<file path="config.mk">
export PLATFORM = sky130hd
export DESIGN_NAME = cpu_ctrl_sequencer_flat
export DESIGN_NICKNAME = d
export VERILOG_FILES = /design/src/rtl/cpu_ctrl_pkg.sv /design/src/rtl/cpu_ctrl_sequencer_if.sv /design/src/rtl/cpu_instr_decode.sv /design/src/rtl/cpu_ctrl_sequencer.sv /design/src/flat_wrapper.sv
export SDC_FILE = /design/constraint.sdc
export NUM_CORES = 1
export LEC_CHECK = 0
export BUFFER_PORTS_ARGS = -buffer_cell sky130_fd_sc_hd__buf_2
export CAP_MARGIN = 40
export CORE_MARGIN = 10
export CORE_UTILIZATION = 43
export DETAILED_ROUTE_END_ITERATION = 8
export PLACE_DENSITY = 0.74
export SKIP_CTS_REPAIR_TIMING = 1
export SLEW_MARGIN = 0
export SYNTH_ARGS = -nofsm -noshare
export SYNTH_HDL_FRONTEND = slang
export SYNTH_HIERARCHICAL = 1
export SYNTH_SLANG_ARGS = --single-unit
</file>
<file path="constraint.sdc">
create_clock -name clk -period 1.4 [get_ports clk]
set_input_delay 0.14 -clock clk [delete_from_list [all_inputs] [get_ports clk]]
set_output_delay 0.14 -clock clk [all_outputs]
set_load 0.005 [all_outputs]
</file>
<file path="src/rtl/cpu_ctrl_pkg.sv">
// Shared types and instruction field layout for the multi-cycle CPU control sequencer.
package cpu_ctrl_pkg;

  typedef enum logic [1:0] {
    OP_NOP   = 2'b00,
    OP_ALU   = 2'b01,
    OP_LOAD  = 2'b10,
    OP_STORE = 2'b11
  } opcode_e;

  typedef enum logic [2:0] {
    ST_IDLE   = 3'd0,
    ST_DECODE = 3'd1,
    ST_EXEC   = 3'd2,
    ST_MEM    = 3'd3,
    ST_WB     = 3'd4
  } state_e;

  // Instruction field bit positions.
  localparam int OPC_HI   = 19;
  localparam int OPC_LO   = 18;
  localparam int X1_HI    = 17;
  localparam int X1_LO    = 16;
  localparam int X2_HI    = 15;
  localparam int X2_LO    = 14;
  localparam int X3_HI    = 13;
  localparam int X3_LO    = 12;
  localparam int OFF_HI   = 11;
  localparam int OFF_LO   = 4;
  localparam int FUNC_BIT = 0;

  localparam logic WB_ALU = 1'b0;
  localparam logic WB_MEM = 1'b1;

endpackage

</file>
<file path="src/rtl/cpu_ctrl_sequencer_if.sv">
// Instruction issue handshake between an instruction source and the control sequencer.
interface cpu_ctrl_sequencer_if #(
    parameter int INSTR_WIDTH = 20
);
    logic                   instr_valid;
    logic                   instr_ready;
    logic [INSTR_WIDTH-1:0] instruction;

    modport master (
        output instr_valid,
        output instruction,
        input  instr_ready
    );

    modport slave (
        input  instr_valid,
        input  instruction,
        output instr_ready
    );
endinterface

</file>
<file path="src/rtl/cpu_instr_decode.sv">
// Combinational field extraction and opcode classification of the latched instruction.
module cpu_instr_decode
    import cpu_ctrl_pkg::*;
#(
    parameter int INSTR_WIDTH = 20,
    parameter int REG_BITS    = 2,
    parameter int OFF_WIDTH   = 8
) (
    input  logic [INSTR_WIDTH-1:0] i_ir,
    output opcode_e                o_opcode,
    output logic [REG_BITS-1:0]    o_x1,
    output logic [REG_BITS-1:0]    o_x2,
    output logic [REG_BITS-1:0]    o_x3,
    output logic [OFF_WIDTH-1:0]   o_offset,
    output logic                   o_func,
    output logic                   o_is_nop,
    output logic                   o_is_alu,
    output logic                   o_is_load,
    output logic                   o_is_store
);
    // Bits [3:1] carry no meaning in any instruction format.
    logic w_unused_bits;

    assign o_opcode      = opcode_e'(i_ir[OPC_HI:OPC_LO]);
    assign o_x1          = i_ir[X1_HI:X1_LO];
    assign o_x2          = i_ir[X2_HI:X2_LO];
    assign o_x3          = i_ir[X3_HI:X3_LO];
    assign o_offset      = i_ir[OFF_HI:OFF_LO];
    assign o_func        = i_ir[FUNC_BIT];
    assign w_unused_bits = ^i_ir[3:1];

    assign o_is_nop   = (o_opcode == OP_NOP);
    assign o_is_alu   = (o_opcode == OP_ALU);
    assign o_is_load  = (o_opcode == OP_LOAD);
    assign o_is_store = (o_opcode == OP_STORE);
endmodule

</file>
<file path="src/rtl/cpu_ctrl_sequencer.sv">
// Multi-cycle controller: latches one instruction and steps it through DECODE/EXEC/MEM/WB,
// driving Moore strobes to the register file, ALU and data memory.
module cpu_ctrl_sequencer
    import cpu_ctrl_pkg::*;
#(
    parameter int DATA_WIDTH  = 8,
    parameter int ADDR_BITS   = 5,
    parameter int INSTR_WIDTH = 20,
    parameter int REG_BITS    = 2,
    parameter int OFF_WIDTH   = 8
) (
    input  logic                 clk,
    input  logic                 rst_n,
    cpu_ctrl_sequencer_if.slave  instr_if,
    output logic [REG_BITS-1:0]  rf_raddr_a,
    output logic [REG_BITS-1:0]  rf_raddr_b,
    output logic [REG_BITS-1:0]  rf_waddr,
    output logic                 rf_we,
    output logic                 alu_op,
    output logic                 alu_src_imm,
    output logic [OFF_WIDTH-1:0] offset,
    output logic                 mem_re,
    output logic                 mem_we,
    output logic                 wb_sel,
    output logic                 busy,
    output logic                 instr_done,
    output logic [2:0]           state_dbg
);
    // The offset is zero-extended onto the datapath word and the address is cut from it.
    if ((OFF_WIDTH > DATA_WIDTH) || (ADDR_BITS > DATA_WIDTH)) begin : g_width_check
        $error("cpu_ctrl_sequencer: OFF_WIDTH and ADDR_BITS must not exceed DATA_WIDTH");
    end

    state_e                 r_state;
    state_e                 w_next_state;
    logic [INSTR_WIDTH-1:0] r_ir;

    opcode_e               w_opcode;
    logic [REG_BITS-1:0]   w_x1;
    logic [REG_BITS-1:0]   w_x2;
    logic [REG_BITS-1:0]   w_x3;
    logic [OFF_WIDTH-1:0]  w_offset;
    logic                  w_func;
    logic                  w_is_nop;
    logic                  w_is_alu;
    logic                  w_is_load;
    logic                  w_is_store;

    cpu_instr_decode #(
        .INSTR_WIDTH (INSTR_WIDTH),
        .REG_BITS    (REG_BITS),
        .OFF_WIDTH   (OFF_WIDTH)
    ) u_decode (
        .i_ir       (r_ir),
        .o_opcode   (w_opcode),
        .o_x1       (w_x1),
        .o_x2       (w_x2),
        .o_x3       (w_x3),
        .o_offset   (w_offset),
        .o_func     (w_func),
        .o_is_nop   (w_is_nop),
        .o_is_alu   (w_is_alu),
        .o_is_load  (w_is_load),
        .o_is_store (w_is_store)
    );

    // NOTE: state registers use non-blocking assignments so every flop samples pre-edge values.
    always_ff @(posedge clk or negedge rst_n) begin
        if (!rst_n) begin
            r_state <= ST_IDLE;
            r_ir    <= '0;
        end else begin
            r_state <= w_next_state;
            if (r_state == ST_IDLE && instr_if.instr_valid) begin
                r_ir <= instr_if.instruction;
            end
        end
    end

    // NOTE: every output of this block gets a default first so no path can infer a latch.
    always_comb begin
        w_next_state         = r_state;
        instr_if.instr_ready = 1'b0;
        rf_raddr_a           = w_x2;
        rf_raddr_b           = w_is_store ? w_x1 : w_x3;
        rf_waddr             = w_x1;
        offset               = w_offset;
        rf_we                = 1'b0;
        alu_op               = 1'b0;
        alu_src_imm          = 1'b0;
        mem_re               = 1'b0;
        mem_we               = 1'b0;
        wb_sel               = WB_ALU;
        instr_done           = 1'b0;

        unique case (r_state)
            ST_IDLE: begin
                instr_if.instr_ready = 1'b1;
                if (instr_if.instr_valid) begin
                    w_next_state = ST_DECODE;
                end
            end
            ST_DECODE: begin
                instr_done   = w_is_nop;
                w_next_state = w_is_nop ? ST_IDLE : ST_EXEC;
            end
            ST_EXEC: begin
                alu_op       = w_is_alu & w_func;
                alu_src_imm  = w_is_load | w_is_store;
                w_next_state = (w_opcode == OP_ALU) ? ST_WB : ST_MEM;
            end
            ST_MEM: begin
                mem_we       = w_is_store;
                mem_re       = w_is_load;
                instr_done   = w_is_store;
                w_next_state = w_is_load ? ST_WB : ST_IDLE;
            end
            ST_WB: begin
                rf_we        = 1'b1;
                wb_sel       = w_is_load ? WB_MEM : WB_ALU;
                instr_done   = 1'b1;
                w_next_state = ST_IDLE;
            end
            default: w_next_state = ST_IDLE;
        endcase
    end

    assign busy      = (r_state != ST_IDLE);
    assign state_dbg = r_state;
endmodule

</file>
<file path="src/flat_wrapper.sv">
// flat-port wrapper written by rule: the top's interface ports become plain ports
module cpu_ctrl_sequencer_flat import cpu_ctrl_pkg::*;
#(
    parameter int DATA_WIDTH  = 8,
    parameter int ADDR_BITS   = 5,
    parameter int INSTR_WIDTH = 20,
    parameter int REG_BITS    = 2,
    parameter int OFF_WIDTH   = 8
)
  (clk, rst_n, rf_raddr_a, rf_raddr_b, rf_waddr, rf_we, alu_op, alu_src_imm, offset, mem_re, mem_we, wb_sel, busy, instr_done, state_dbg, instr_if_instr_valid, instr_if_instruction, instr_if_instr_ready);
  cpu_ctrl_sequencer_if #(.INSTR_WIDTH(INSTR_WIDTH)) instr_if_i ();
  input  logic clk;
  input  logic rst_n;
  output logic [REG_BITS-1:0] rf_raddr_a;
  output logic [REG_BITS-1:0] rf_raddr_b;
  output logic [REG_BITS-1:0] rf_waddr;
  output logic rf_we;
  output logic alu_op;
  output logic alu_src_imm;
  output logic [OFF_WIDTH-1:0] offset;
  output logic mem_re;
  output logic mem_we;
  output logic wb_sel;
  output logic busy;
  output logic instr_done;
  output logic [2:0] state_dbg;
  input wire logic [$bits(instr_if_i.instr_valid)-1:0] instr_if_instr_valid;
  input wire logic [$bits(instr_if_i.instruction)-1:0] instr_if_instruction;
  output wire logic [$bits(instr_if_i.instr_ready)-1:0] instr_if_instr_ready;
  assign instr_if_i.instr_valid = instr_if_instr_valid;
  assign instr_if_i.instruction = instr_if_instruction;
  assign instr_if_instr_ready = instr_if_i.instr_ready;
  cpu_ctrl_sequencer #(.DATA_WIDTH(DATA_WIDTH), .ADDR_BITS(ADDR_BITS), .INSTR_WIDTH(INSTR_WIDTH), .REG_BITS(REG_BITS), .OFF_WIDTH(OFF_WIDTH)) u_core (.clk(clk), .rst_n(rst_n), .instr_if(instr_if_i), .rf_raddr_a(rf_raddr_a), .rf_raddr_b(rf_raddr_b), .rf_waddr(rf_waddr), .rf_we(rf_we), .alu_op(alu_op), .alu_src_imm(alu_src_imm), .offset(offset), .mem_re(mem_re), .mem_we(mem_we), .wb_sel(wb_sel), .busy(busy), .instr_done(instr_done), .state_dbg(state_dbg));
endmodule
</file>
* Yosys cells after proc, flatten, opt, wreduce, memory -nomap -nowiden
Index checks and enable logic that the tools add are counted.
Word-level totals: logic and storage cells 31, flip-flop bits (word level) 23, output and inout bits 26, input bits 23
Cells by class: bitwise operators 2, multiplexer cells 15, equality and inequality tests 8, reduce and logical (&&, ||, !) cells 4
Operator list (number):
- $pmux 3 s4 | 1
- $mux 3 | 3
- $mux 1 | 8
- $eq 3x2->1 const B | 2
- $eq 2x2->1 const B | 2
- $mux 2 | 2
- $eq 3x1->1 const B | 1
- $eq 3x3->1 const B | 1
- $logic_not 3->1 | 1
- $pmux 1 s3 | 1
- $reduce_bool 3->1 | 1
- $eq 2x1->1 const B | 1
- $logic_not 2->1 | 1
- $ne 2x2->1 const B | 1
- $and 1x1->1 | 1
- $logic_and 1x1->1 | 1
- $or 1x1->1 | 1

* Depth between registers and ports, before layout
depth in word-level cells 3, gate-level depth with buffers 5

* By module
Netlist, hierarchy kept.
By module, submodules not included:
- cpu_ctrl_sequencer | area an instance 1111.1 um^2, seq. area each 575.6 um^2, cells each 74, times used 1
- cpu_instr_decode | area an instance 153.9 um^2, seq. area each 0.0 um^2, cells each 21, times used 1

* Worst setup path before layout
Ideal clock, no wire load.
path type reg2reg, from reg u_core.r_state[1], in the netlist u_core/state_dbg[1], to reg u_core.r_ir[0], arrival 1.347 ns, clock period less this slack 1.472 ns, cell stages (with the launch flop) 6, setup time 0.125 ns, path slack -0.072 ns, buffers on the path 2, cells stage by stage dfrtp_1 buf_6 nor3_4 and2_4 buf_12 mux2_4
Between the ends: cells in the longest elaborated chain, start to end 2
RTL lines:
- start, declared | RTL line cpu_ctrl_sequencer.sv:34 | state_e r_state;
- start signal, assigned | RTL line cpu_ctrl_sequencer.sv:73 | r_state <= w_next_state;
- $logic_not 3->1 | RTL line cpu_ctrl_sequencer.sv:74 | if (r_state == ST_IDLE && instr_if.instr_valid) begin
- $logic_and 1x1->1 | RTL line cpu_ctrl_sequencer.sv:74
- end signal, assigned | RTL line cpu_ctrl_sequencer.sv:75 | r_ir <= instr_if.instruction;
- end, declared | RTL line cpu_ctrl_sequencer.sv:36 | logic [INSTR_WIDTH-1:0] r_ir;
Every way passes these cells. A chain may end at the register's enable or synchronous reset.

* Final worst setup path
from reg u_core.r_state[1], in the netlist u_core/state_dbg[1], to out instr_done
Between the ends: cells in the longest elaborated chain, start to end 2
RTL lines:
- $eq 3x3->1, or another cell as far along | RTL line cpu_ctrl_sequencer.sv:96 | unique case (r_state)
- $pmux 1 s3 (*) | RTL line cpu_ctrl_sequencer.sv:96
- end, declared | RTL line flat_wrapper.sv:25 | output logic instr_done;
Every way passes the cells marked *; elsewhere a longest branch is shown, timed or not.

==> impl_metrics.py <==
metrics = {
    "cells_and_area": {
        "fin_nets": 158,
        "drive_gt1_share_pct": 72.93,
        "fin_util_pct": 59.01,
        "fin_area_sq_um": 1475,
        "area_delta_synth_final_pct": 28.85,
        "antenna_cells": 0,
        "nFillCells": 219,
    },
    "sta": {
        "fin_skew_ns": 0.009298,
        "period_needed_ns": 1.613,
        "setup_viol": 27,
        "setup_tns_ns": -3.051,
        "setup_ws_ns": -0.2131,
        "worst_slew_pin_slew_ns": 0.4426,
        "hold_violations": 0,
        "rsz0062_at_grt": "true",
        "final-max-slew-violation-count": 0,
        "slew_headroom_pct": 70.50,
        "max_freq_mhz": 619.9,
        "finalCritPeriodShare_pct": 115.2,
    },
    "global_routing": {
        "use_met3_pct": 5.096,
        "grt_max_degree": 21,
        "grt_pass1_wl_mm": 4.091,
        "grt_overflow_total": 0,
        "antenna_found_initial": 0,
        "grt_pass1_vias": 884,
        "grt.total_usage_pct": 9.462,
        "gr-max-usage-layer": "met2",
        "grtUsageMet2_pct": 15.98,
        "use_met1_pct": 10.48,
    },
    "placement": {
        "place_area_sq_um": 1310,
        "port_buffers": 45,
        "routabilityCongestion": 0.7650,
        "dp_hpwl_mm": 1.900,
        "dp_slack_ns": 0.03640,
    },
    "die": {
        "io_pins": 49,
        "die_area_sq_um": 5127,
        "num_rows": 18,
        "die_w_microns": 71.60,
        "die_h_microns": 71.60,
        "core-area_sq_um": 2500,
        "initial_utilization_pct": 45.80,
    },
    "drt": {
        "num_vias": 773,
        "wirelength_mm": 2.645,
        "wl_per_cell_microns": 16.23,
        "drt-initial-drc-count": 44,
        "drc": 0,
        "ant_nets": 0,
        "drtPass1Iterations": 3,
        "viasPerCell": 4.742,
    },
    "yosys": {
        "syn_nets": 112,
        "synth_area_sq_um": 1145,
        "synth_warnings": 6,
        "syn_area_per_cell_sq_um": 12.86,
        "syn_inst": 89,
    },
    "power_and_ir_drop": {
        "vdd_drop_max_mv": 1.256,
        "powerDensity_nw_per_um2": 2295,
        "p_leak_uw": 0.0007620,
    },
    "run_status": {
        "violations": "setup timing",
        "status": "complete, but fails checks",
    },
    "worst_setup_path": {
        "cp_slowest_cell": "dfrtp_1",
        "timing.critical_path.from": "u_core/state_dbg[1]",
        "end_kind": "output pin",
        "reg2reg_slack_ns": -0.13,
        "worst-r2r-cell-count": 5,
        "reg2reg_to": "u_core/r_ir[17]",
        "cp_slowest_stage_delay_ns": 0.42,
        "cp_max_fo": 7,
        "crit_type": "flip-flop to output pin",
        "critPathCapture": "instr_done",
        "crit_arrival_ns": 1.47,
        "worstPathRequired_ns": 1.26,
        "worstReg2RegStart": "u_core/state_dbg[1]",
        "path_cells": "buf_6 > nand2b_4 > nor2_2 > or3_1 > buf_2",
        "startpoint_type": "flip-flop",
    },
    "cts": {
        "cts.sink_count": 20,
        "cts-root-buf": "clkbuf_4",
        "insertion_delay_ns": 0.29,
        "cts_buffers": 3,
        "cts.clk_slew.worst_paths_ns": 0.11,
        "cts_tree": "yes",
        "htree_levels": 1,
        "clockBufferDepth": 2,
    },
    "worst_hold_path": {
        "hold_class": "input pin to flip-flop",
    },
    "flow_run": {
        "maxCapViolCount": 0,
    },
}
==> power by group <==
| group | leakage (uW) | internal [uW] | switching [uW] |
|---|---|---|---|
| sequential | 0.000237 | 868 | 183 |
| combinational | 0.000511 | 1310 | 767 |
| clock | 0.0000138 | 100 | 160 |
==> per-layer routing <==
metal  vias to the layer above  part of all wire, %
met1                       373                   40
met3                         2                  9.2
met4                         0                 0.64
met5                         -                    0
li1                        368                    -
met2                        30                   50
==> critical path: cells and delay by family, from the launching register on <==
kind,cells,cell delay [ns]
AND/OR/NAND/NOR,3,0.47
flip-flops,1,0.42
buffers and inverters,2,0.28
==> worst min-delay path by stage <==
| stage | startpoint | to | slack (ns) | cells past startpoint |
|---|---|---|---|---|
| after floorplan | rst_n | u_core/r_ir[0] | -0.16 | 0 |
| after global placement | rst_n | u_core/r_ir[6] | 0.10 | 1 |
| after detailed placement | rst_n | u_core/r_ir[9] | 0.11 | 1 |
| after CTS | rst_n | u_core/r_ir[9] | -0.23 | 1 |
| after global routing | instr_if_instruction[4] | u_core/r_ir[4] | 0.05 | 2 |
| final | instr_if_instruction[4] | u_core/r_ir[4] | 0.07 | 2 |
==> registers in the layout, indices dropped and copies added, names as in the netlist <==
name,cells
u_core/r_ir,17
u_core/state_dbg,3
==> area by class of cell <==
cell class                 count  area (sq um)  area share, %
timing repair buffer          62         415.4          28.16
sequential                    20         501.7          34.01
clock buffer                   3         22.52          1.527
tap                           30         37.54          2.545
multi-input combinational     46         490.5          33.25
inverter                       2         7.507         0.5089
==> per-stage QoR <==
| step | std cells | hold WS (ns) | total power [uW] |
|---|---|---|---|
| floorplan | 89 | -0.1556 | 2497 |
| global placement | 152 | 0.1008 | 2731 |
| detailed placement | 152 | 0.1102 | 2788 |
| CTS | 155 | -0.2253 | 3070 |
| global route | 163 | 0.04805 | 3654 |
| finish | 163 | 0.06838 | 3386 |
==> cells in the final DEF (no fill, tap or decap), drive strengths merged <==
master       instances
a31oi                1
and2                 3
and2b                1
buf                 60
clkbuf               4
dfrtp               20
dlygate4sd3          1
inv                  2
mux2                19
mux2i                1
nand2                3
nand2b               2
nor2                 5
nor2b                2
nor3                 4
nor3b                2
nor4b                1
o21ai                1
or3                  1
No activity file was read; power rests on OpenSTA's default activity.
